`config.mk`:
```
export PLATFORM = sky130hd
export DESIGN_NAME = hazard_scoreboard
export DESIGN_NICKNAME = d
export VERILOG_FILES = /design/src/rtl/hazard_scoreboard.sv
export SDC_FILE = /design/constraint.sdc
export NUM_CORES = 1
export LEC_CHECK = 0
export BUFFER_PORTS_ARGS = -buffer_cell sky130_fd_sc_hd__buf_2
export CAP_MARGIN = 20
export CELL_PAD_IN_SITES_DETAIL_PLACEMENT = 1
export CELL_PAD_IN_SITES_GLOBAL_PLACEMENT = 1
export CORE_MARGIN = 5
export CORE_UTILIZATION = 25
export CTS_CLUSTER_SIZE = 28
export DETAILED_ROUTE_END_ITERATION = 10
export HOLD_SLACK_MARGIN = 0.1
export PLACE_DENSITY = 0.51
export SYNTH_ARGS = -nofsm -noshare
export SYNTH_HDL_FRONTEND = slang
export SYNTH_SLANG_ARGS = --single-unit
```
`constraint.sdc`:
```
create_clock -name clk -period 7.1 [get_ports clk]
set_input_delay 1.42 -clock clk [delete_from_list [all_inputs] [get_ports clk]]
set_output_delay 1.42 -clock clk [all_outputs]
set_load 0.03 [all_outputs]
```
`src/rtl/hazard_scoreboard.sv`:
```
// hazard_scoreboard: ID-stage hazard/forwarding control over a shift-register write scoreboard.
// Define HAZARD_STORE_FWD_EN to let a store take load data at MEM instead of stalling.
module hazard_scoreboard #(
  parameter int REG_AW     = 5,
  parameter int PIPE_DEPTH = 3,
  parameter int LOAD_LAT   = 1,
  parameter int SEL_W      = 3
) (
  input  logic              clk,
  input  logic              rst,
  input  logic              id_valid,
  input  logic [REG_AW-1:0] id_rs,
  input  logic [REG_AW-1:0] id_rt,
  input  logic              id_use_rs,
  input  logic              id_use_rt,
  input  logic              id_is_branch,
  input  logic              id_is_store,
  input  logic              id_wreg,
  input  logic [REG_AW-1:0] id_waddr,
  input  logic              id_is_load,
  input  logic              flush,
  input  logic              hold,
  output logic              stall,
  output logic [SEL_W-1:0]  fwd_a_sel,
  output logic [SEL_W-1:0]  fwd_b_sel,
  output logic              fwd_store_mem
);
  typedef logic [PIPE_DEPTH:1][REG_AW-1:0] addr_t;
  typedef logic [PIPE_DEPTH:1][SEL_W-1:0]  rdy_t;
  logic [PIPE_DEPTH:1] v_q;
  addr_t               a_q;
  rdy_t                r_q;
  logic [SEL_W:0]      res_a, res_b;
  logic                blk_a, blk_b, waive, ins;
  // Returns {blocked, stage} of the youngest matching entry; scanning oldest-first lets the youngest overwrite.
  function automatic logic [SEL_W:0] resolve(input logic en, input logic [REG_AW-1:0] x, input logic br,
                                             input logic [PIPE_DEPTH:1] v, input addr_t a, input rdy_t r);
    logic [SEL_W:0] res, need;
    res = '0;
    need = '0;
    for (int s = PIPE_DEPTH; s >= 1; s--)
      if (en && v[s] && a[s] == x) begin
        need = {1'b0, r[s]} + {{SEL_W{1'b0}}, br};
        res = {({1'b0, SEL_W'(s)} < need), SEL_W'(s)};
      end
    return res;
  endfunction
  always_comb begin
    res_a = resolve(id_valid & id_use_rs & (id_rs != '0), id_rs, id_is_branch, v_q, a_q, r_q);
    res_b = resolve(id_valid & id_use_rt & (id_rt != '0), id_rt, id_is_branch, v_q, a_q, r_q);
    blk_a = res_a[SEL_W];
    blk_b = res_b[SEL_W];
  end
`ifdef HAZARD_STORE_FWD_EN
  logic sf_q;
  // A single-cycle load in EX feeds the store's data straight from its MEM read one cycle later.
  assign waive = id_is_store & blk_b & (res_b[SEL_W-1:0] == SEL_W'(1))
               & (r_q[1] == SEL_W'(1 + LOAD_LAT)) & (LOAD_LAT == 1) & !blk_a;
  always_ff @(posedge clk)
    if (rst) sf_q <= 1'b0;
    else if (!hold) sf_q <= waive & !stall & !flush;
  assign fwd_store_mem = sf_q;
`else
  logic unused_store;
  assign unused_store  = id_is_store;
  assign waive         = 1'b0;
  assign fwd_store_mem = 1'b0;
`endif
  assign stall     = hold | blk_a | (blk_b & !waive);
  assign fwd_a_sel = blk_a ? '0 : res_a[SEL_W-1:0];
  assign fwd_b_sel = blk_b ? '0 : res_b[SEL_W-1:0];
  assign ins       = id_valid & id_wreg & (id_waddr != '0) & !stall & !flush;
  always_ff @(posedge clk)
    if (rst) begin
      v_q <= '0;
      a_q <= '0;
      r_q <= '0;
    end else if (!hold) begin
      v_q <= {v_q[PIPE_DEPTH-1:1], ins};
      a_q <= {a_q[PIPE_DEPTH-1:1], id_waddr};
      r_q <= {r_q[PIPE_DEPTH-1:1], id_is_load ? SEL_W'(1 + LOAD_LAT) : SEL_W'(1)};
    end
endmodule

```
# Word-level counts from Yosys, hierarchy flattened
# Cells that the tools add are included.
# totals
reg_bits	27
wordCells	55
out_inout_bits	8
# op_classes
n_eq_ne	6
n_bitwise	10
addsub	3
order_cmp	3
muxes	9
reduce_logical	17
# ops
op	count
5-bit == test	6
4-bit two-way mux	6
5-bit nonzero test	3
3-bit by 1-bit adder with 4-bit output	3
1-bit logical AND	12
1-bit bitwise AND	8
2-bit by 4-bit < comparator with 1-bit output (first input constant)	2
3-bit two-way mux	2
1-bit by 4-bit < comparator with 1-bit output (first input constant)	1
1-bit zero test	2
2-bit two-way mux	1
1-bit OR	2

# Logic depth before layout (Yosys ltp)
# Gate-level depths: netlist (run 1).
# logic_depth
word_depth	12
depth_mapped	6
mapped_depth_nobuf	6

# Worst setup path before layout (run 1)
# No wires, ideal clock.
# synth_path
path_type	in2out
start	input id_rs[1]
end	output fwd_a_sel[1]
slack_ps	2767
stages	5
t_arrival_ps	2913
required_ps	5680
path_buffers	0
cell_sequence	or4_4 > o211ai_4 > or3_2 > nand3_1 > a21oi_1
# synth_via
elab_chain_len	8
# synth_rtl
item	line_no	text
start, declared	12	input logic [REG_AW-1:0] id_rs,
5-bit nonzero test	49	res_a = resolve(id_valid & id_use_rs & (id_rs != '0), id_rs, id_is_branch, v_q, a_q, r_q);
1-bit bitwise AND	49	
1-bit logical AND (2 in series)	42	if (en && v[s] && a[s] == x) begin
4-bit two-way mux (2 in series)	42	
4-bit two-way mux (*)	42	
3-bit two-way mux (*)	70	assign fwd_a_sel = blk_a ? '0 : res_a[SEL_W-1:0];
end, declared	24	output logic [SEL_W-1:0] fwd_a_sel,
# Every way passes the cells marked *; elsewhere a longest branch is shown, timed or not.

# Worst setup path after layout (run 1)
# layout_path
start	input id_is_branch
end	output stall
# layout_via
elab_chain_len	7
# layout_rtl
item	line_no	text
start, declared	16	input logic id_is_branch,
3-bit by 1-bit adder with 4-bit output	43	need = {1'b0, r[s]} + {{SEL_W{1'b0}}, br};
2-bit by 4-bit < comparator with 1-bit output	44	res = {({1'b0, SEL_W'(s)} < need), SEL_W'(s)};
4-bit two-way mux (3 in series)	42	
1-bit OR	69	assign stall = hold | blk_a | (blk_b & !waive);
1-bit OR (*)	69	
end, declared	23	output logic stall,
# Marked as above.

==> results of run 1 <==
==> area by class of cell <==
class	count	area [um^2]	share of cell area, %
multi-input combinational	142	1018	56.80
timing repair buffer	29	145.1	8.095
tap	75	93.84	5.234
clock buffer	4	55.05	3.070
sequential	24	480.5	26.80
==> kinds of logic (layout without fill, tap and decap cells) <==
family                     Yosys count  count (layout)
xor gates and xnor gates            30              30
other                                1               3
adders and majority gates            2               2
and+or+nand+nor                     69              69
buffers and inverters               10              33
muxes                               22              22
AOI/OAI and AO/OA                   16              16
DFF                                 24              24
==> power by group through the flow <==
| stage | combinational (mW) | clock (mW) | sequential (mW) |
|---|---|---|---|
| floorplan | 0.0368 | 0 | 0.147 |
| global placement | 0.0518 | 0 | 0.149 |
| detailed placement | 0.0523 | 0 | 0.149 |
| CTS | 0.0526 | 0.101 | 0.146 |
| global route | 0.0576 | 0.105 | 0.147 |
| finish | 0.0516 | 0.0963 | 0.146 |
==> worst max-delay path: stages <==
cell	delay [ns]
buf_2	0.13
ha_1	0.20
ha_1	0.26
a21oi_1	0.13
or3_2	0.47
a31oi_1	0.40
or3_1	0.18
buf_2	0.19
==> cell usage in the layout (no fill, tap or decap), drive strengths merged <==
cell type  netlist  final
mux2             1      1
and4             2      2
a31oi            2      2
mux2i           21     21
nand3            5      5
a2111o           1      1
o31ai            1      1
a211o            1      1
or4              3      3
a31o             1      1
conb             1      3
and3             3      3
xnor2           30     30
dfxtp           24     24
and2             2      2
nor4             2      2
nor2b            2      2
or3              6      6
a21oi            4      4
buf              5     29
nand2            6      6
nand3b           1      1
o211a            1      1
nor3             6      6
nand4            6      6
o211ai           3      3
a21o             1      1
ha               2      2
nor2            25     25
o2111ai          1      1
clkbuf           5      4
==> through the flow <==
| step | util [%] | total power, mW |
|---|---|---|
| floorplan | - | 0.1833 |
| global placement | 29.01 | 0.2008 |
| detailed placement | 29.01 | 0.2012 |
| CTS | 29.93 | 0.2997 |
| global route | 29.93 | 0.3091 |
| finish | 29.93 | 0.2936 |
==> registers in the layout, indices dropped and copies added, names as in the netlist <==
name	flops
v_q	3
a_q	15
r_q	6
==> layer usage <==
layer	up-vias	GRT usage, %	share of wire [%]
met5	-	0	0
met4	0	4.533	1.6
met3	6	2.048	4.7
met2	28	18.02	43
met1	636	17.30	51
li1	661	-	-
==> worst paths after layout <==
| path | slack (ns) | depth (start not counted) | endpoint |
|---|---|---|---|
| setup / recovery | 2.30 | 8 | stall |
| hold / removal | 0.53 | 2 | r_q[0]$_SDFFE_PP0N_ |
| hold reg to reg | 0.53 | 2 | r_q[0]$_SDFFE_PP0N_ |
| setup reg to reg | 5.05 | 6 | v_q[1]$_SDFFE_PP0N_ |
==> results.json, run 1 <==
{
  "crit_start": "id_is_branch",
  "place_hpwl_um": 3465,
  "clock_skew_ns": 0.004806,
  "firstDrtPassIters": 4,
  "synth_xor_xnor_area_share_pct": 16.94,
  "hold_ws_ns": 0.5257,
  "cellInternalPower_mw": 0.2120,
  "placed_cell_area_um2": 1738,
  "clk_pin_slew_worst_paths_ns": 0.08,
  "avgSynthCellArea_um2": 8.917,
  "synthFlopType": "dfxtp_1",
  "dp_worst_setup_slack_ns": 2.311,
  "period_needed_ns": 4.795,
  "crit_path_start_kind": "input port",
  "switching_share_pct": 27.78,
  "die_w_um": 88.78,
  "port_buffers": 29,
  "nets": 228,
  "cts_buffers": 3,
  "seq_power_share_pct": 49.6,
  "syn_to_final_growth_pct": 15.56,
  "grt_use_total_pct": 12.09,
  "comb_power_share_pct": 17.6,
  "synth_top_cell_area_share_pct": 30.97,
  "layout_setup_ws_ns": 2.305,
  "synth_top_family_by_area": "simple AND/OR/NAND/NOR gates",
  "finalSetupTns_ns": 0,
  "synth_cell_type_count": 38,
  "rows": 28,
  "worstPathRequired_ns": 5.68,
  "routed_via_density": 4.858,
  "cts_resized": 0,
  "synth_edf_count": 0,
  "ant_nets": 0,
  "grt_pass1_wl_um": 7120,
  "critPathMaxFanout": 4,
  "drt_iter0_drc": 41,
  "detail_route.wl_per_cell_um": 15.98,
  "hold_buffers": 0,
  "n_fill_cell": 725,
  "cts_root_buf": "clkbuf_8",
  "synth_fa_ha_area_share_pct": 1.613,
  "min_period_over_period_pct": 67.54,
  "post-place-cells": 270,
  "fin_cells": 274,
  "maxCapViolations": 0,
  "ys_seq_area_share_pct": 30.97,
  "cts_setup_buffers": 0,
  "finalWeightedCongestion": 0.6919,
  "hold_class": "flip-flop to flip-flop",
  "async_reset_ff_share_pct": 0,
  "slew_viol_final": 0,
  "crit_arrival_ns": 3.38,
  "hold_viol": 0,
  "synthTopCellsByCount": "xnor2_1, nor2_1, dfxtp_1",
  "p_per_area_nw_per_um2": 163.7,
  "synth_seq_cells": 24,
  "cts_tree": "done",
  "fin_area_um2": 1793,
  "reg2reg_from": "r_q[3]$_SDFFE_PP0N_",
  "core_um2": 5991,
  "peakVddDrop_mv": 0.07193,
  "first_global_vias": 1401,
  "cts.htree.levels": 1,
  "worst_slew_pin_slew_ns": 0.7322,
  "clkLatencyLatePin_ns": 0.28,
  "setup-violations-final": 0,
  "power.net_switching_mw": 0.08156,
  "path_class": "input port to output port",
  "slew_headroom_pct": 51.18,
  "drc": 0,
  "yosysTopAreaCell": "dfxtp_1",
  "synthSimpleGateAreaFrac_pct": 23.23,
  "clk_path_buf_depth": 2,
  "endpoint_kind": "output port",
  "post-synth-top-count-cell": "xnor2_1",
  "yosysWarnings": 0,
  "fmax_mhz": 208.5,
  "antenna_found_initial": 0,
  "status": "complete, no violations",
  "io_pins": 34,
  "synth_compound_area_share_pct": 8.871,
  "diodes": 0,
  "p_leak_nw": 0.6983,
  "routed_wl_um": 4378,
  "drive_above_1_share_pct": 21.11,
  "synth.area.top_cells": "dfxtp_1, xnor2_1, mux2i_1, nor2_1, nand4_1",
  "grt_start_max_net_pins": 28,
  "via_count": 1331,
  "overflow": 0,
  "die_h_um": 88.78,
  "clock-sinks": 24,
  "netlist_area_um2": 1551,
  "rsz0062_at_grt": "no",
  "die-area_um2": 7881,
  "hold_path_startpoint": "r_q[0]$_SDFFE_PP0N_",
  "synthMuxAreaShare_pct": 14.27,
  "initial_core_util_pct": 25.90,
  "clkPwrFrac_pct": 32.8,
  "syn_inst": 174
}
Note: power is estimated with default switching activity, not from simulation.
==> inputs of run 2 (changes only) <==
- ABC_AREA: default -> 1
- PLACE_DENSITY: 0.51 -> 0.54
- clock period: 7.1 -> 4.8 ns (I/O delays scaled with it)
==> run 2 against run 1 <==
- core utilization down 0.71 points
- final cell count grew 36%
- largest cell class unchanged
- area after synthesis grew 9.6%
- highest routed layer unchanged
- first-iteration DRC count is 44% higher
- critical endpoint is now fwd_b_sel[1]
- critical path depth up 2
==> results.json, run 2 <==
{
  "drc": 0,
  "first_global_vias": 1849,
  "post-synth-top-count-cell": "nand2_1",
  "die-area_um2": 8551,
  "ff2ff_path_depth": 10,
  "die_h_um": 92.47,
  "largest_register_ffs": 15,
  "routed_wl_um": 5622,
  "place_hpwl_um": 4620,
  "grt_pass1_wl_um": 9252,
  "cts_buffers": 3,
  "p_per_area_nw_per_um2": 258.9,
  "detail_route.wl_per_cell_um": 15.07,
  "synthTopCellsByCount": "nand2_1, nor2_1, dfxtp_1",
  "endpoint_kind": "output port",
  "cts_tree": "done",
  "synth_top_cell_area_share_pct": 28.26,
  "die_w_um": 92.47,
  "antenna_found_initial": 0,
  "fmax_mhz": 293.5,
  "cts_resized": 0,
  "cts.htree.levels": 1,
  "hold_class": "flip-flop to flip-flop",
  "synth_seq_cells": 24,
  "cts_root_buf": "clkbuf_8",
  "yosysTopAreaCell": "dfxtp_1",
  "min_period_over_period_pct": 70.98,
  "maxCapViolations": 0,
  "slew_viol_final": 0,
  "reg_top3": "a_q (15), r_q (6), v_q (3)",
  "crit_arrival_ns": 2.45,
  "nets": 322,
  "hold_buffers": 0,
  "cts_setup_buffers": 0,
  "dp_worst_setup_slack_ns": 1.380,
  "synth.area.top_cells": "dfxtp_1, nand2_1, nor2_1, a211oi_1, a21oi_1",
  "firstDrtPassIters": 4,
  "clkLatencyLatePin_ns": 0.28,
  "hold_viol": 0,
  "cpPeakStageDelay_ns": 0.27,
  "grt_start_max_net_pins": 36,
  "min_delay_path_depth": 2,
  "drt_iter0_drc": 59,
  "rsz0062_at_grt": "no",
  "status": "complete, no violations",
  "diodes": 0,
  "routed_via_density": 4.777,
  "ys_seq_area_share_pct": 28.26,
  "placed_cell_area_um2": 1892,
  "overflow": 0,
  "final_common_cell": "nand2_1",
  "avgSynthCellArea_um2": 6.321,
  "critPathMaxFanout": 3,
  "slew_headroom_pct": 57.82,
  "clk_path_buf_depth": 2,
  "synth_edf_count": 0,
  "p_leak_nw": 0.9067,
  "peakVddDrop_mv": 0.09211,
  "regMostFlops": "a_q",
  "worstPathRequired_ns": 3.84,
  "async_reset_ff_share_pct": 0,
  "grt_use_total_pct": 13.82,
  "period_needed_ns": 3.407,
  "via_count": 1782,
  "core_um2": 6719,
  "initial_core_util_pct": 25.31,
  "synth_cell_type_count": 36,
  "finalSetupTns_ns": 0,
  "syn_inst": 269,
  "worst_slew_pin_slew_ns": 0.6327,
  "io_pins": 34,
  "path_class": "input port to output port",
  "crit_chain": "buf_2 > ha_1 > ha_1 > a21o_1 > nand4_1 > nand2_1 > inv_1 > nand2_1 > a211oi_1 > buf_2",
  "clock-sinks": 24,
  "crit_path_start_kind": "input port",
  "rows": 30,
  "crit_slowest_cell": "ha_1",
  "port_buffers": 29,
  "layout_setup_ws_ns": 1.393,
  "drive_above_1_share_pct": 20.82,
  "clock_skew_ns": 0.01301,
  "netlist_area_um2": 1700,
  "finalWeightedCongestion": 0.8231,
  "syn_to_final_growth_pct": 15.45,
  "synthFlopType": "dfxtp_1",
  "final_cell_mix": "nand2_1, nor2_1, buf_2",
  "fin_area_um2": 1963,
  "ant_nets": 0,
  "clk_pin_slew_worst_paths_ns": 0.10,
  "setup-violations-final": 0,
  "yosysWarnings": 0
}
[run 2: cell type report]
class / count / area [um^2]
clock buffer: 3 / 41.29
clock inverter: 1 / 30.03
fill: 887 / 4756
inverter: 32 / 120.1
multi-input combinational: 204 / 1046
sequential: 24 / 480.5
tap: 80 / 100.1
timing repair buffer: 29 / 145.1
[run 2: worst paths after layout]
path                              end                start  slack, ns
setup / recovery         fwd_b_sel[1]         id_is_branch       1.39
hold / removal    r_q[7]$_SDFFE_PP0N_  r_q[7]$_SDFFE_PP0N_       0.47
setup reg to reg  v_q[1]$_SDFFE_PP0N_  r_q[3]$_SDFFE_PP0N_       3.11
hold reg to reg   r_q[7]$_SDFFE_PP0N_  r_q[7]$_SDFFE_PP0N_       0.47
[run 2: cells by family after synthesis]
kind of cell	after synthesis	synth area share, %
adders and majority gates	2	1.471
xor gates and xnor gates	8	4.563
AOI/OAI and AO/OA	43	16.04
buffers and inverters	43	10.67
DFF	24	28.26
other	1	0.2205
and+or+nand+nor	148	38.78
[run 2: routing by layer]
metal	routed length [um]	vias to the layer above	track usage (%)	share of wire, %
li1	-	917	-	-
met1	2716	832	17.65	48
met2	2692	29	24.47	48
met3	155	4	1.625	2.8
met4	57	0	3.589	1.0
met5	0	-	0	0
[run 2: where the power goes]
group	leakage, nW	internal [mW]	switching, mW
clock	0.0357	0.112	0.0727
combinational	0.673	0.0352	0.0664
sequential	0.198	0.210	0.0124
[run 2: metrics by stage]
step                hold slack (ns)  cells  power [mW]  utilization, %
finish                       0.4707    373      0.5083           29.22
global route                 0.4949    373      0.5365           29.22
CTS                          0.4756    373      0.5201           29.22
floorplan                    0.4400    271      0.2945               -
detailed placement           0.4589    369      0.3300           28.16
global placement             0.4524    369      0.3291           28.16
[run 2: worst max-delay path, delay by kind of cell]
family / cells / cell delay, ns
AOI/OAI and AO/OA: 2 / 0.41
and+or+nand+nor: 3 / 0.23
adders and majority gates: 2 / 0.46
buffers and inverters: 3 / 0.39
